<file path="src/rtl/mcu_spi_target.sv">
// SPI mode-0 target for the MCU link: oversamples SCLK/CSn/MOSI in the clk domain,
// delivers received bytes as strobes and shifts the control block's response out on MISO.
module mcu_spi_target #(
  parameter logic MISO_IDLE = 1'b0
) (
  input  logic       clk,
  input  logic       reset,
  input  logic       spi_csn,
  input  logic       spi_sclk,
  input  logic       spi_mosi,
  output logic       spi_miso,
  output logic       data_in_strobe,
  output logic       data_in_start,
  output logic [7:0] data_in,
  input  logic [7:0] data_out
);

  typedef enum logic [1:0] {
    WAIT_IDLE = 2'd0,
    IDLE      = 2'd1,
    ACTIVE    = 2'd2
  } state_t;

  // [0],[1] are the synchroniser stages, [2] holds the previous synced value
  logic [2:0] csn_sync_r;
  logic [2:0] sclk_sync_r;
  logic [1:0] mosi_sync_r;

  logic       mosi_s;
  logic       csn_s;
  logic       rise_s;
  logic       fall_s;
  logic       cs_fall_s;
  logic       cs_rise_s;

  state_t     state_r;
  logic [7:0] rx_sr_r;
  logic [7:0] tx_sr_r;
  logic [7:0] data_in_r;
  logic [2:0] bit_cnt_r;
  logic       first_r;
  logic       strobe_r;
  logic       start_r;
  logic       miso_r;

  assign mosi_s    = mosi_sync_r[1];
  assign csn_s     = csn_sync_r[1];
  assign rise_s    = sclk_sync_r[1] & ~sclk_sync_r[2];
  assign fall_s    = ~sclk_sync_r[1] & sclk_sync_r[2];
  assign cs_rise_s = csn_sync_r[1] & ~csn_sync_r[2];
  assign cs_fall_s = ~csn_sync_r[1] & csn_sync_r[2];

  // Bring the asynchronous SPI pins into the clk domain.
  // CSn resets low so a reset taken mid-transfer waits for a fresh CSn high before re-arming.
  always_ff @(posedge clk) begin
    if (reset) begin
      csn_sync_r  <= 3'b000;
      sclk_sync_r <= 3'b000;
      mosi_sync_r <= 2'b00;
    end else begin
      csn_sync_r  <= {csn_sync_r[1:0], spi_csn};
      sclk_sync_r <= {sclk_sync_r[1:0], spi_sclk};
      mosi_sync_r <= {mosi_sync_r[0], spi_mosi};
    end
  end

  // Transaction FSM with receive/transmit shift registers and registered outputs.
  always_ff @(posedge clk) begin
    if (reset) begin
      state_r   <= WAIT_IDLE;
      rx_sr_r   <= 8'h00;
      tx_sr_r   <= 8'h00;
      data_in_r <= 8'h00;
      bit_cnt_r <= 3'd0;
      first_r   <= 1'b0;
      strobe_r  <= 1'b0;
      start_r   <= 1'b0;
      miso_r    <= MISO_IDLE;
    end else begin
      strobe_r <= 1'b0;
      start_r  <= 1'b0;
      case (state_r)
        WAIT_IDLE: begin
          if (csn_s) begin
            state_r <= IDLE;
          end
        end
        IDLE: begin
          if (cs_fall_s) begin
            tx_sr_r   <= data_out;
            bit_cnt_r <= 3'd0;
            first_r   <= 1'b1;
            state_r   <= ACTIVE;
          end
        end
        ACTIVE: begin
          // CSn deassertion beats a coincident SCLK edge, dropping any partial byte
          if (cs_rise_s) begin
            bit_cnt_r <= 3'd0;
            state_r   <= IDLE;
          end else begin
            if (rise_s) begin
              rx_sr_r   <= {rx_sr_r[6:0], mosi_s};
              bit_cnt_r <= bit_cnt_r + 3'd1;
              if (bit_cnt_r == 3'd7) begin
                data_in_r <= {rx_sr_r[6:0], mosi_s};
                strobe_r  <= 1'b1;
                start_r   <= first_r;
                first_r   <= 1'b0;
              end
            end
            if (fall_s) begin
              if (bit_cnt_r == 3'd0) begin
                tx_sr_r <= data_out;
              end else begin
                tx_sr_r <= {tx_sr_r[6:0], 1'b0};
              end
            end
          end
        end
        default: begin
          state_r <= WAIT_IDLE;
        end
      endcase
      miso_r <= (state_r == ACTIVE) ? tx_sr_r[7] : MISO_IDLE;
    end
  end

  assign spi_miso       = miso_r;
  assign data_in_strobe = strobe_r;
  assign data_in_start  = start_r;
  assign data_in        = data_in_r;

endmodule

</file>
<file path="config.mk">
export PLATFORM = sky130hd
export DESIGN_NAME = mcu_spi_target
export DESIGN_NICKNAME = d
export VERILOG_FILES = /design/src/rtl/mcu_spi_target.sv
export SDC_FILE = /design/constraint.sdc
export NUM_CORES = 1
export LEC_CHECK = 0
export BUFFER_PORTS_ARGS = -buffer_cell sky130_fd_sc_hd__buf_2
export CORE_MARGIN = 2
export CORE_UTILIZATION = 35
export CTS_CLUSTER_SIZE = 30
export DETAILED_ROUTE_END_ITERATION = 12
export PLACE_DENSITY = 0.61
export SYNTH_ARGS = -nofsm -noshare
export SYNTH_HDL_FRONTEND = slang
export SYNTH_SLANG_ARGS = --single-unit
</file>
<file path="constraint.sdc">
create_clock -name clk -period 1.6 [get_ports clk]
set_input_delay 0.48 -clock clk [delete_from_list [all_inputs] [get_ports clk]]
set_output_delay 0.48 -clock clk [all_outputs]
set_load 0.01 [all_outputs]
</file>
==> results.yml <==
synth:
  synth-seq-area-share: 0.511
  synth_xor_area_frac: 0
  ys_warn_count: 0
  syn_inst: 164
  synth_edf_count: 0
  synthArstFlopShare: 0
  yosys_register_bits: 40
  ys_types: 32
  avgSynthCellArea_um2: 9.56
  ys.flop_type: "dfxtp_1"
  netlist_top_cells_area: "dfxtp_1 51%, a21oi_1 6.1%, nand2_1 6.0%, mux2i_1 4.5%, nor2b_1 4.0%"
  synthAdderAreaFrac: 0.0239
  synth_common_cells: "40 x dfxtp_1, 25 x nand2_1, 19 x a21oi_1"
  muxShareOfSynthArea: 0.0447
  synth_top_family_by_area: "simple AND/OR/NAND/NOR gates"
  yosys.area_share.simple: 0.216
  syn_area_mm2: 0.00157
  yosysMostFrequentCell: "dfxtp_1"
  yosysTopAreaCellShare: 0.511
  synth_top_area_cell: "dfxtp_1"
  synth_nets: 180
  synth_compound_area_frac: 0.156
floorplanning:
  die_h_um: 70.9
  dieArea_mm2: 0.00503
  die_x_um: 70.9
  io_pins: 24
  coreArea_mm2: 0.00432
  start_util: 0.363
  num_rows: 24
sta:
  worst_slew_pin_slew_ns: 0.387
  min_period_over_period: 0.894
  max_slew_margin: 0.740
  rsz0062_at_grt: "false"
  setup_viol: 0
  fin_tns_setup_ns: 0
  finalHoldViolCount: 0
  skew_ns: 0.00328
  fin_crit_ns: 1.43
  fin_ws_ns: 0.169
  max_freq_mhz: 699
  drv_slew: 0
grt:
  grt_max_degree: 19
  grt_first_pass_wirelength_mm: 4.76
  overflow: 0
  grt_pass1_vias: 1084
  antenna_found_initial: 0
  grt_use_total: 0.120
critical_path:
  crit_path_start_kind: "flop"
  cp.required_ns: 1.76
  crit_top_cell: "inv_1"
  criticalPathCategory: "flop to flop"
  path_cells: "inv_1 -> ha_1 -> inv_1 -> o21ai_4 -> mux2i_1 -> a211oi_2"
  critPathCaptureType: "flop"
  crit_slowest_cell: "dfxtp_1"
  cpPeakStageDelay_ns: 0.33
  critPathMaxFanout: 8
  arrival_ns: 1.59
cts:
  cts_root_buf: "clkbuf_8"
  cts_tree: "done"
  cts_made_buffers: 5
  h-tree-depth: 2
  clock_sink_count: 40
  clk-insertion-delay-late_ns: 0.28
  cts_setup_buffers: 0
  ctsLongestPathBuffers: 2
  cts_resized: 0
  cts.clk_slew.worst_paths_ns: 0.07
  hold_buffers: 0
cells_and_area:
  syn_to_final_growth_pct: 16.8
  fin_cells: 243
  fin_area_mm2: 0.00183
  drive_above_1_share: 0.251
  final_nets: 207
  diodes: 0
  fillers: 451
detailed_routing:
  first_pass_iters: 4
  remaining_drc_errors: 0
  detail_route.vias_per_cell: 4.65
  drt-initial-drc-count: 58
  wl_per_cell_um: 11.0
  vias: 1130
  drtAntennaViolNets: 0
  drt_wl_total_mm: 2.66
pwr:
  leakagePower_uw: 0.000742
  power_density_mw_per_mm2: 926
  peakVddDrop_uv: 318
run:
  maxCapViolCount: 0
placed_design:
  io_buffers: 23
  dp_slack_ns: 0.171
  place.detailed.hpwl_mm: 1.82
  dpl-instance-area_mm2: 0.00175
  place.gp.congestion: 0.720
  dp.cells: 236
min_path:
  min_path_type: "input port to flop"
outcome:
  status: "complete, no violations"
==> flip-flops by register name (all words and copies together) (netlist names) <==
register and cells:
sclk_sync_r 3, data_in 8, data_in_start 1, csn_sync_r 3
mosi_sync_r 2, state_r 2, data_in_strobe 1, spi_miso 1
rx_sr_r 7, bit_cnt_r 3, first_r 1, tx_sr_r 8
==> cells in the final DEF, fill, tap and decap left out, drive strengths merged <==
master   count
a211oi       7
a21oi       20
a32oi        2
and2         1
and3         1
buf         30
clkbuf       6
clkinv       1
dfxtp       40
ha           3
inv          4
mux2i        7
nand2       25
nand2b       3
nand3       11
nand4        1
nand4bb      1
nor2        11
nor2b       11
nor3b        1
o211ai       1
o21ai        2
o22a         1
o31ai        1
==> cells by family (layout without fill, tap and decap cells) <==
group / count (synthesis) / in the layout
DFF: 40 / 40
AOI/OAI and AO/OA: 34 / 34
and+or+nand+nor: 66 / 66
muxes: 7 / 7
adders and majority gates: 3 / 3
buffers and inverters: 14 / 41
==> layer usage <==
metal  part of all wire  vias up  global-route usage  wire length [um]
met2               0.44       16               0.187              1180
met1               0.50      501               0.150              1330
met3              0.037        5              0.0356                99
li1                   -      608                   -                 -
met4              0.018        0              0.0629                48
met5                  0        -                   0                 0
==> through the flow <==
stage | hold slack [ns] | total power (uW) | utilization
2_1_floorplan | 0.414 | 1080 | -
3_3_place_gp | 0.417 | 1110 | 0.405
3_5_place_dp | 0.423 | 1110 | 0.405
4_1_cts | 0.393 | 1720 | 0.423
5_1_grt | 0.392 | 1770 | 0.424
6_report | 0.401 | 1700 | 0.424
==> area by class of cell <==
type / instances / area (um^2) / area share
Clock buffer: 6 / 72.6 / 0.0396
Timing Repair Buffer: 30 / 180 / 0.0984
Clock inverter: 1 / 5.00 / 0.00273
Multi-Input combinational cell: 110 / 693 / 0.378
Inverter: 4 / 15.0 / 0.00820
Tap cell: 52 / 65.1 / 0.0355
Sequential cell: 40 / 801 / 0.437
==> report_power, final <==
group	switching, uW	internal, uW	total [uW]
combinational	34.4	32.5	66.8
clock	317	296	613
sequential	7.79	1010	1020
total	359	1340	1700
==> critical path, delay by kind of cell (launching register included) <==
kind | cells | cell delay [ns]
adders and majority gates | 1 | 0.16
DFF | 1 | 0.33
buffers and inverters | 2 | 0.14
AOI/OAI and AO/OA | 2 | 0.40
muxes | 1 | 0.28
==> path summary, 6_finish.rpt <==
| kind | startpoint | to | slack (ns) | cells past startpoint |
|---|---|---|---|---|
| hold reg to reg | mosi_sync_r[0]$_SDFF_PP0_ | mosi_sync_r[1]$_SDFF_PP0_ | 0.44 | 1 |
| setup reg to reg | bit_cnt_r[0]$_SDFFE_PP0P_ | tx_sr_r[6]$_SDFFE_PP0P_ | 0.17 | 6 |
| hold / removal | spi_sclk | sclk_sync_r[0]$_SDFF_PP0_ | 0.40 | 2 |
| setup / recovery | bit_cnt_r[0]$_SDFFE_PP0P_ | tx_sr_r[6]$_SDFFE_PP0P_ | 0.17 | 6 |
(Power assumes the default switching activity.)
